[src/rtl/load_store_unit_if.sv]
// Data-memory req/ack bus between the load/store unit and memory.
// master: LSU drives req/we/addr/be/wdata; slave: memory drives ack/rdata.
interface load_store_unit_if;
    logic        mem_req;
    logic        mem_we;
    logic [31:0] mem_addr;
    logic [3:0]  mem_be;
    logic [31:0] mem_wdata;
    logic        mem_ack;
    logic [31:0] mem_rdata;

    modport master (
        output mem_req, mem_we, mem_addr, mem_be, mem_wdata,
        input  mem_ack, mem_rdata
    );

    modport slave (
        input  mem_req, mem_we, mem_addr, mem_be, mem_wdata,
        output mem_ack, mem_rdata
    );
endinterface

[src/rtl/load_store_unit.sv]
// Memory stage: runs ALU-addressed loads/stores on a req/ack bus.
// Ports: clk, rst_n, req_* (from ALU stage), stall/ld_*/misalign/bus_err, bus (master).
module load_store_unit #(
    parameter int TIMEOUT = 255
) (
    input  logic        clk,
    input  logic        rst_n,
    input  logic        req_valid,
    input  logic        req_we,
    input  logic [1:0]  req_size,
    input  logic        req_unsigned,
    input  logic [31:0] req_addr,
    input  logic [31:0] req_wdata,
    output logic        stall,
    output logic        ld_valid,
    output logic [31:0] ld_data,
    output logic        misalign,
    output logic        bus_err,
    load_store_unit_if.master bus
);

    localparam int CW = $clog2(TIMEOUT);

    typedef enum logic [1:0] {
        IDLE = 2'd0,
        BUSY = 2'd1,
        DONE = 2'd2
    } state_t;

    state_t      state;
    logic [CW-1:0] cnt;
    logic [1:0]  size_q;
    logic        uns_q;
    logic [1:0]  off_q;

    logic        aligned;
    logic [3:0]  be_n;
    logic [31:0] wdata_n;
    logic [31:0] sh;
    logic [31:0] ld_ext;

    always_comb begin
        aligned = 1'b0;
        case (req_size)
            2'b00:   aligned = 1'b1;
            2'b01:   aligned = ~req_addr[0];
            2'b10:   aligned = (req_addr[1:0] == 2'b00);
            default: aligned = 1'b0;
        endcase
    end

    always_comb begin
        be_n    = 4'b1111;
        wdata_n = req_wdata;
        case (req_size)
            2'b00: begin
                be_n    = 4'b0001 << req_addr[1:0];
                wdata_n = {4{req_wdata[7:0]}};
            end
            2'b01: begin
                be_n    = req_addr[1] ? 4'b1100 : 4'b0011;
                wdata_n = {2{req_wdata[15:0]}};
            end
            default: begin
                be_n    = 4'b1111;
                wdata_n = req_wdata;
            end
        endcase
    end

    // Halves are aligned, so the byte-offset shift also selects the half lane.
    always_comb begin
        sh     = bus.mem_rdata >> {off_q, 3'b000};
        ld_ext = bus.mem_rdata;
        case (size_q)
            2'b00:
                ld_ext = uns_q ? {24'b0, sh[7:0]}
                               : {{24{sh[7]}}, sh[7:0]};
            2'b01:
                ld_ext = uns_q ? {16'b0, sh[15:0]}
                               : {{16{sh[15]}}, sh[15:0]};
            default:
                ld_ext = bus.mem_rdata;
        endcase
    end

    // Accept/misalign decisions are combinational so the pipeline
    // sees the stall (or the fault) in the same cycle.
    assign stall = rst_n &
                   ((state == BUSY) |
                    ((state == IDLE) & req_valid & aligned));
    assign misalign = rst_n & (state == IDLE) & req_valid & ~aligned;

    always_ff @(posedge clk or negedge rst_n) begin
        if (!rst_n) begin
            state         <= IDLE;
            cnt           <= '0;
            size_q        <= 2'b00;
            uns_q         <= 1'b0;
            off_q         <= 2'b00;
            ld_valid      <= 1'b0;
            ld_data       <= 32'b0;
            bus_err       <= 1'b0;
            bus.mem_req   <= 1'b0;
            bus.mem_we    <= 1'b0;
            bus.mem_addr  <= 32'b0;
            bus.mem_be    <= 4'b0;
            bus.mem_wdata <= 32'b0;
        end else begin
            ld_valid <= 1'b0;
            bus_err  <= 1'b0;
            unique case (state)
                IDLE: begin
                    if (req_valid && aligned) begin
                        bus.mem_req   <= 1'b1;
                        bus.mem_we    <= req_we;
                        bus.mem_addr  <= {req_addr[31:2], 2'b00};
                        bus.mem_be    <= be_n;
                        bus.mem_wdata <= wdata_n;
                        size_q        <= req_size;
                        uns_q         <= req_unsigned;
                        off_q         <= req_addr[1:0];
                        cnt           <= '0;
                        state         <= BUSY;
                    end
                end
                BUSY: begin
                    cnt <= cnt + 1'b1;
                    if (bus.mem_ack) begin
                        bus.mem_req <= 1'b0;
                        ld_data     <= bus.mem_we ? 32'b0 : ld_ext;
                        ld_valid    <= ~bus.mem_we;
                        state       <= DONE;
                    end else if (cnt == CW'(TIMEOUT - 1)) begin
                        bus.mem_req <= 1'b0;
                        bus_err     <= 1'b1;
                        ld_data     <= 32'b0;
                        state       <= DONE;
                    end
                end
                DONE: begin
                    // The retiring instruction may still hold req_valid.
                    state <= IDLE;
                end
                default: state <= IDLE;
            endcase
        end
    end

endmodule

[src/flat_wrapper.sv]
// flat-port wrapper written by rule: the top's interface ports become plain ports
module load_store_unit_flat 
#(
    parameter int TIMEOUT = 255
)
  (clk, rst_n, req_valid, req_we, req_size, req_unsigned, req_addr, req_wdata, stall, ld_valid, ld_data, misalign, bus_err, bus_mem_req, bus_mem_we, bus_mem_addr, bus_mem_be, bus_mem_wdata, bus_mem_ack, bus_mem_rdata);
  load_store_unit_if bus_i ();
  input  logic clk;
  input  logic rst_n;
  input  logic req_valid;
  input  logic req_we;
  input  logic [1:0] req_size;
  input  logic req_unsigned;
  input  logic [31:0] req_addr;
  input  logic [31:0] req_wdata;
  output logic stall;
  output logic ld_valid;
  output logic [31:0] ld_data;
  output logic misalign;
  output logic bus_err;
  output wire logic [$bits(bus_i.mem_req)-1:0] bus_mem_req;
  output wire logic [$bits(bus_i.mem_we)-1:0] bus_mem_we;
  output wire logic [$bits(bus_i.mem_addr)-1:0] bus_mem_addr;
  output wire logic [$bits(bus_i.mem_be)-1:0] bus_mem_be;
  output wire logic [$bits(bus_i.mem_wdata)-1:0] bus_mem_wdata;
  input wire logic [$bits(bus_i.mem_ack)-1:0] bus_mem_ack;
  input wire logic [$bits(bus_i.mem_rdata)-1:0] bus_mem_rdata;
  assign bus_mem_req = bus_i.mem_req;
  assign bus_mem_we = bus_i.mem_we;
  assign bus_mem_addr = bus_i.mem_addr;
  assign bus_mem_be = bus_i.mem_be;
  assign bus_mem_wdata = bus_i.mem_wdata;
  assign bus_i.mem_ack = bus_mem_ack;
  assign bus_i.mem_rdata = bus_mem_rdata;
  load_store_unit #(.TIMEOUT(TIMEOUT)) u_core (.clk(clk), .rst_n(rst_n), .req_valid(req_valid), .req_we(req_we), .req_size(req_size), .req_unsigned(req_unsigned), .req_addr(req_addr), .req_wdata(req_wdata), .stall(stall), .ld_valid(ld_valid), .ld_data(ld_data), .misalign(misalign), .bus_err(bus_err), .bus(bus_i));
endmodule
[config.mk]
export PLATFORM = sky130hd
export DESIGN_NAME = load_store_unit_flat
export DESIGN_NICKNAME = d
export VERILOG_FILES = /design/src/rtl/load_store_unit_if.sv /design/src/rtl/load_store_unit.sv /design/src/flat_wrapper.sv
export SDC_FILE = /design/constraint.sdc
export NUM_CORES = 1
export LEC_CHECK = 0
export ABC_CLOCK_PERIOD_IN_PS = 3100
export CAP_MARGIN = 5
export CORE_UTILIZATION = 43
export CTS_CLUSTER_SIZE = 10
export DETAILED_ROUTE_END_ITERATION = 7
export PLACE_DENSITY_LB_ADDON = 0.12
export SETUP_SLACK_MARGIN = 0.1
export SYNTH_ARGS = -nofsm -noshare
export SYNTH_HDL_FRONTEND = slang
export SYNTH_SLANG_ARGS = --single-unit
[constraint.sdc]
create_clock -name clk -period 3.1 [get_ports clk]
set_input_delay 0.465 -clock clk [delete_from_list [all_inputs] [get_ports clk]]
set_output_delay 0.465 -clock clk [all_outputs]
set_load 0.005 [all_outputs]
-- Word-level counts from Yosys, hierarchy flattened
Cells that the tools add are included.
- register bits after elaboration: 117
- output and inout bits: 106
- logic and storage cells: 70
- input bits: 104
- multiplexer cells: 25
- reduce and logical (&&, ||, !) cells: 12
- equal/unequal tests: 7
- bitwise logic cells: 10
- shift operators: 2
- add/subtract/negate cells: 1
- operator list (kind ; number):
    two-way mux 32 bit ; 5
    one-hot mux 32 bit (2 select lines) ; 2
    right shift 32 x 5 -> 16 bit ; 1
    one-hot mux 8 bit (2 select lines) ; 1
    adder 8 x 1 -> 8 bit (second input constant) ; 1
    equality test 8 bit (second input constant) ; 1
    zero test 2 bit ; 4
    two-way mux 1 bit ; 8
    two-way mux 8 bit ; 1
    one-hot mux 4 bit (2 select lines) ; 1
    AND reduction 2 bit ; 4
    bitwise AND 1 bit ; 6
    equality test 2 x 1 -> 1 bit (second input constant) ; 3
    two-way mux 2 bit ; 3
    two-way mux 4 bit ; 1
    one-hot mux 2 bit (2 select lines) ; 1
    nonzero test 2 bit ; 2
    left shift 1 x 2 -> 4 bit (first input constant) ; 1
    inequality test 3 bit (second input constant) ; 1
    inverter 1 bit ; 3
    one-hot mux 1 bit (3 select lines) ; 1
    AND reduction 3 bit ; 1
    equality test 2 bit (second input constant) ; 1
    inequality test 2 bit (second input constant) ; 1
    3 further kinds ; 3

-- Logic depth before layout (Yosys ltp)
Gate-level depths: netlist of the first run.
- depth after elaboration: 5
- mapped depth: 8
- gate-level depth less buffers: 5

-- Least setup slack after synthesis of the first run
Ideal clock, no wire load.
- path type: input port to output port
- start: in req_size[1]
- end: out misalign
- slack: 1.190 ns
- data arrival time: 1.445 ns
- data required time: 2.635 ns
- stages on the path: 5
- cell sequence: buf_2 -> o21ai_0 -> a21oi_2 -> buf_1 -> and3_1
- cells in the longest elaborated chain, start to end: 4
- elaborated cells between the ends (all ways): 6
- classes of those cells: eq/ne (2); mux (1); bitwise (2); reduce/logical (1)
- ends and longest elaborated chain (element ; RTL line ; text):
    start, declared ; flat_wrapper.sv:12 ; input logic [1:0] req_size;
    equality test 2 bit, or another cell as far along ; load_store_unit.sv:44 ; case (req_size)
    one-hot mux 1 bit (3 select lines) * ; load_store_unit.sv:44 ;
    inverter 1 bit * ; load_store_unit.sv:92 ; assign misalign = rst_n & (state == IDLE) & req_valid & ~aligned;
    bitwise AND 1 bit * ; load_store_unit.sv:92 ;
    end, declared ; flat_wrapper.sv:19 ; output logic misalign;
Every way passes the cells marked *; elsewhere a longest branch is shown, timed or not.

-- Worst setup path after layout of the first run
Same ends and word-level chain as after synthesis.

==> results of run 1 <==
==> stage by stage <==
stage | utilization, % | total power, mW | cells | area, um2 | setup slack (ns)
final | 66.24 | 6.387 | 888 | 8359 | 0.2892
after global routing | 66.24 | 6.744 | 888 | 8359 | 0.1692
after CTS | 66.20 | 6.450 | 888 | 8354 | 0.1751
after detailed placement | 61.76 | 4.563 | 859 | 7794 | 0.1768
after global placement | 61.76 | 4.516 | 859 | 7794 | 0.2409
after floorplan | - | 3.182 | 499 | 5588 | 1.190
==> cell families (layout without fill, tap and decap cells) <==
| group | Yosys count | after routing |
|---|---|---|
| and+or+nand+nor | 128 | 128 |
| DFF | 117 | 117 |
| AOI/OAI and AO/OA | 112 | 112 |
| muxes | 93 | 93 |
| buffers and inverters | 42 | 259 |
| xor gates and xnor gates | 3 | 3 |
| adders and majority gates | 2 | 2 |
| other | 1 | 2 |
==> power breakdown <==
part           internal, mW  switching (mW)  total, mW  leakage, nW
registers              2.04           0.330       2.37         1.45
clock network          1.21           0.642       1.85        0.281
logic                  1.39           0.773       2.16         1.81
total                  4.64            1.75       6.39         3.54
==> final cells by class <==
cell class,count,share of cell area [%]
inverter,6,0.2694
clock inverter,4,0.5388
sequential,117,35.02
clock buffer,25,6.167
timing repair buffer,224,26.43
tap,172,2.574
multi-input combinational,340,28.99
==> repair_timing <==
action	in CTS	in global routing
endpoints found under the setup margin	0	1
resized for setup	0	1
hold buffers	0	0
==> state kept, by name, indices dropped and copies added (netlist names), 2 cells and up <==
| register | flops |
|---|---|
| u_core.bus.mem_wdata | 32 |
| u_core.ld_data | 32 |
| u_core.bus.mem_addr | 30 |
| u_core.cnt | 8 |
| u_core.bus.mem_be | 4 |
| u_core.off_q | 2 |
| u_core.size_q | 2 |
| u_core.state | 2 |
==> placed cells by master, fill, tap and decap left out, drive strengths merged, types with 3 or more instances in the layout <==
| cell | count |
|---|---|
| mux2i | 26 |
| clkbuf | 25 |
| mux2 | 66 |
| inv | 6 |
| o21ai | 77 |
| nor3b | 3 |
| nand2b | 11 |
| and2 | 9 |
| nand3 | 20 |
| a21oi | 9 |
| nor2b | 6 |
| nand2 | 46 |
| clkinv | 3 |
| nor2 | 14 |
| nor3 | 3 |
| buf | 18 |
| nand4 | 10 |
| clkdlybuf4s50 | 206 |
| o2bb2ai | 7 |
| dfrtp | 117 |
==> worst reg2reg max path: cells and delay by family, from the launching register on <==
kind,cells,cell delay (ns)
AOI/OAI and AO/OA,1,0.59
DFF,1,0.75
muxes,1,0.42
and+or+nand+nor,2,0.33
==> per-layer routing <==
layer  global-route usage [%]  vias to the layer above  share of wire [%]
met2                    38.29                      175                 49
met4                    11.71                        0                2.8
li1                         -                     2204                  -
met1                    28.21                     2249                 41
met3                    8.839                       28                8.0
met5                        0                        -                  0
==> how the worst min path moves through the flow <==
stage	start	endpoint	slack (ns)	cells after the start
2_1_floorplan	rst_n	u_core.bus.mem_addr[10]$_DFFE_PN0P_	0.17	0
3_3_place_gp	u_core.bus.mem_req$_DFFE_PN0P_	u_core.bus.mem_req$_DFFE_PN0P_	0.46	1
3_5_place_dp	u_core.ld_data[0]$_DFFE_PN0P_	u_core.ld_data[0]$_DFFE_PN0P_	0.48	1
4_1_cts	rst_n	u_core.bus.mem_wdata[17]$_DFFE_PN0P_	0.22	2
5_1_grt	rst_n	u_core.bus.mem_wdata[17]$_DFFE_PN0P_	0.25	2
6_report	rst_n	u_core.bus.mem_wdata[17]$_DFFE_PN0P_	0.20	2
==> impl_metrics.tcl, run 1 <==
set metrics [dict create \
    status "finished, final reports clean" \
    die_h_um 116.0 \
    grt_pass1_wl_um 24190 \
    leakage_nw 3.538 \
    min_path_type "in -> async" \
    num_vias 4656 \
    seq_area_frac_synth_pct 52.43 \
    grtUsageTotal_pct 23.84 \
    worstMarginPinSlew_ns 1.095 \
    syn2layout_area_growth_pct 49.70 \
    crit_path_start_kind "input port" \
    r2r-start "u_core.off_q[0]$_DFFE_PN0P_" \
    grt_max_degree 68 \
    avgSynthCellArea_um2 11.21 \
    routed_wirelength_um 15310 \
    seqCellArea_um2 2928 \
    cts_buffer_depth 2 \
    peakVddDrop_mv 0.4047 \
    via_per_inst 5.243 \
    gp_congestion 0.8255 \
    numCtsBuffers 17 \
    reg2reg_depth 4 \
    syn-instance-count 498 \
    dpl.hpwl_um 11010 \
    first_pass_iters 4 \
    synth-adder-area-share_pct 0.4481 \
    synth_edf_count 0 \
    yosysWarnings 0 \
    slowest_stage "clkdlybuf4s50_1" \
    finClkSkew_ns 0.005861 \
    max_freq_ghz 0.3558 \
    max_cap_violations 0 \
    synth_compound_area_share_pct 12.03 \
    r2r-end "u_core.ld_data[16]$_DFFE_PN0P_" \
    synth-xor-area-share_pct 0.4705 \
    cpLargestDelayFamily "buffers and inverters" \
    syn_area_um2 5584 \
    critPathMaxFanout 33 \
    start_util_pct 44.25 \
    detail-route-antenna-nets 0 \
    grt_remaining_overflow 0 \
    fin_crit_sh_pct 90.67 \
    synthFlopType "dfrtp_1" \
    synth_most_common_cell "dfrtp_1" \
    synth_top_area_cell "dfrtp_1" \
    post_cts.repair.setup_buffers 0 \
    crit_arrival_ns 2.35 \
    synth_common_cells "117 x dfrtp_1, 76 x o21ai_0, 63 x mux2_2" \
    core_area_um2 12620 \
    ys_ff_latch 117 \
    synth_cell_types 53 \
    crit_path_start "req_size[1]" \
    antenna_found_initial 0 \
    worstPathCellList "clkdlybuf4s50_1 > buf_4 > nor2_4 > a21oi_2 > and3_1 > clkdlybuf4s50_1" \
    final_max_slew_viol_count 0 \
    fin_nets 812 \
    drc_errors 0 \
    portBuffers 207 \
    crit_path_end "misalign" \
    placementRows 41 \
    setup_viol 0 \
    synth_top_family_by_area "multiplexers" \
    worstSetupEndpointType "output pin" \
    tns_ns 0 \
    htree_levels 4 \
    wl_per_cell_um 17.24 \
    hold_viol 0 \
    netlist.area_leader.share_pct 52.43 \
    synthArstFlopShare_pct 100.0 \
    crit_top_cell "clkdlybuf4s50_1" \
    worst-path-buf-inv 3 \
    cp_num_cells 6 \
    critPathRequiredTime_ns 2.63 \
    die_w_um 116.0 \
    maxSlewHeadroom_pct 26.98 \
    rsz0062_at_grt "false" \
    root_buffer "clkbuf_16" \
    drtIter0Drc 268 \
    power.density_nw_per_um2 764.1 \
    diodes 0 \
    max_stage_delay_ns 0.50 \
    r2r_slack_ns 0.85 \
    nFillCells 1012 \
    cts_sinks 117 \
    finalCriticalPeriod_ns 2.811 \
    io_pins 210 \
    synthTopCellsByArea "dfrtp_1 52%, mux2_2 13%, o21ai_0 6.8%, mux2i_1 4.7%, nand2_1 3.1%" \
    synthMuxAreaShare_pct 18.37 \
    cts_tree "yes" \
    clk_latency_ns 0.41 \
    synthSimpleGateAreaFrac_pct 11.85 \
    hold_ws_ns 0.2000 \
    die_area_um2 13450 \
    clk_pin_slew_worst_paths_ns 0.05 \
    grt_pass1_vias 4819 \
    multi_input_comb_area_um2 2424 \
    path_class "in -> out" \
    drive_gt1_share_pct 16.34 \
]
No activity file was read; power rests on OpenSTA's default activity.
==> run 2: changes to the inputs <==
--- a/config.mk
+++ b/config.mk
@@ -5,7 +5,7 @@
 export SDC_FILE = /design/constraint.sdc
 export NUM_CORES = 1
 export LEC_CHECK = 0
-export ABC_CLOCK_PERIOD_IN_PS = 3100
+export ABC_CLOCK_PERIOD_IN_PS = 2800
 export CAP_MARGIN = 5
 export CORE_UTILIZATION = 43
 export CTS_CLUSTER_SIZE = 10
==> constraint.sdc (replaced) <==
create_clock -name clk -period 2.8 [get_ports clk]
set_input_delay 0.42 -clock clk [delete_from_list [all_inputs] [get_ports clk]]
set_output_delay 0.42 -clock clk [all_outputs]
set_load 0.005 [all_outputs]
==> impl_metrics.tcl, run 2 (same netlist as run 1, synthesis figures left out) <==
set metrics [dict create \
    status "finished, final reports clean" \
    grtUsageTotal_pct 23.96 \
    leakage_nw 3.562 \
    grt_max_degree 69 \
    grt_remaining_overflow 0 \
    max_stage_delay_ns 0.54 \
    diodes 0 \
    start_util_pct 44.25 \
    cts_resized 0 \
    worst-path-buf-inv 3 \
    antenna_found_initial 0 \
    root_buffer "clkbuf_16" \
    r2r-start "u_core.off_q[1]$_DFFE_PN0P_" \
    crit_path_start "req_size[0]" \
    maxSlewHeadroom_pct 26.11 \
    fin_cells 892 \
    peakVddDrop_mv 0.6225 \
    reg2reg_depth 5 \
    syn2layout_area_growth_pct 50.55 \
    numCtsBuffers 17 \
    io_pins 210 \
    rsz0062_at_grt "false" \
    hold_viol 0 \
    clk_latency_ns 0.41 \
    slowest_stage "clkdlybuf4s50_1" \
    post_dp_cell_area_um2 7821 \
    grt_pass1_wl_um 24470 \
    drive_gt1_share_pct 16.81 \
    setup_viol 0 \
    drtIter0Drc 336 \
    cts_buffer_depth 2 \
    cts_hold_buf 0 \
    die_w_um 116.0 \
    dp.cells 861 \
    mostFrequentLayoutCell "clkdlybuf4s50_1" \
    die_area_um2 13450 \
    hold_ws_ns 0.1540 \
    cp_num_cells 6 \
    clk_pin_slew_worst_paths_ns 0.05 \
    drc_errors 0 \
    path_class "in -> out" \
    r2r_slack_ns 0.70 \
    cts_tree "yes" \
    critPathRequiredTime_ns 2.38 \
    cts_sinks 117 \
    crit_top_cell "clkdlybuf4s50_1" \
    post_cts.repair.setup_buffers 0 \
    finalCriticalPeriod_ns 2.459 \
    crit_path_end "misalign" \
    tns_ns 0 \
    htree_levels 4 \
    first_pass_iters 5 \
    num_vias 4618 \
    via_per_inst 5.177 \
    crit_path_start_kind "input port" \
    max_freq_ghz 0.4066 \
    fin_crit_sh_pct 87.83 \
    placementRows 41 \
    min_path_type "in -> async" \
    fin_nets 814 \
    finClkSkew_ns 0.005731 \
    cpLargestDelayFamily "buffers and inverters" \
    max_cap_violations 0 \
    power.density_nw_per_um2 852.6 \
    gp_congestion 0.8189 \
    worstPathCellList "clkdlybuf4s50_1 > buf_4 > nor2_4 > a21oi_2 > and3_1 > clkdlybuf4s50_1" \
    final_max_slew_viol_count 0 \
    grt_pass1_vias 4822 \
    dpl.hpwl_um 10800 \
    top_regs "u_core.bus.mem_wdata: 32 flops, u_core.ld_data: 32 flops, u_core.bus.mem_addr: 30 flops" \
    worstSetupEndpointType "output pin" \
    worstMarginPinSlew_ns 1.108 \
    r2r-end "u_core.ld_data[18]$_DFFE_PN0P_" \
    routed_wirelength_um 15190 \
    crit_arrival_ns 2.04 \
    critPathMaxFanout 9 \
    wl_per_cell_um 17.03 \
    detail-route-antenna-nets 0 \
    postLayoutCellArea_um2 8407 \
    final_cell_mix "206 x clkdlybuf4s50_1, 117 x dfrtp_1, 76 x o21ai_0, 63 x mux2_2, 46 x nand2_1" \
    core_area_um2 12620 \
    portBuffers 207 \
    die_h_um 116.0 \
]
## run 2: worst min path at each step
stage                                            to                      startpoint  slack [ns]
2_1_floorplan   u_core.bus.mem_addr[10]$_DFFE_PN0P_                           rst_n        0.12
3_3_place_gp         u_core.bus.mem_req$_DFFE_PN0P_  u_core.bus.mem_req$_DFFE_PN0P_        0.46
3_5_place_dp         u_core.bus.mem_req$_DFFE_PN0P_  u_core.bus.mem_req$_DFFE_PN0P_        0.47
4_1_cts        u_core.bus.mem_wdata[16]$_DFFE_PN0P_                           rst_n        0.17
5_1_grt        u_core.bus.mem_wdata[16]$_DFFE_PN0P_                           rst_n        0.20
6_report       u_core.bus.mem_wdata[16]$_DFFE_PN0P_                           rst_n        0.15
## run 2: final cells by class
cell class	instances	area, um2
clock inverter	9	101.3
timing repair buffer	226	2237
clock buffer	22	484.2
fill	1022	4213
tap	172	215.2
sequential	117	2928
multi-input combinational	340	2419
inverter	6	22.52
## run 2: per-stage QoR
stage	util (%)	setup WS [ns]	total power, mW
final	66.62	0.3406	7.167
after global routing	66.62	0.2099	7.587
after detailed placement	61.98	0.3226	5.068
after global placement	61.98	0.4043	5.002
after CTS	66.62	0.3413	7.249
after floorplan	-	0.9803	3.523
## run 2: report_power, final
part           leakage (nW)  switching, mW  internal [mW]
logic                  1.82          0.842           1.54
registers              1.45          0.394           2.26
clock network         0.292          0.740           1.39
## run 2: routing by layer
metal / track usage, % / up-vias / share of wire (%)
met5: 0 / - / 0
met1: 29.48 / 2237 / 41
li1: - / 2203 / -
met4: 9.060 / 0 / 2.0
met3: 8.891 / 21 / 8.1
met2: 38.41 / 157 / 49
==> run 3: changes to the inputs <==
--- a/config.mk
+++ b/config.mk
@@ -12,6 +12,7 @@
 export DETAILED_ROUTE_END_ITERATION = 7
 export PLACE_DENSITY_LB_ADDON = 0.12
 export SETUP_SLACK_MARGIN = 0.1
+export SKIP_LAST_GASP = 1
 export SYNTH_ARGS = -nofsm -noshare
 export SYNTH_HDL_FRONTEND = slang
 export SYNTH_SLANG_ARGS = --single-unit
==> results of run 3 <==
Same layout as run 2: the final DEF is identical, and so are final timing and power.
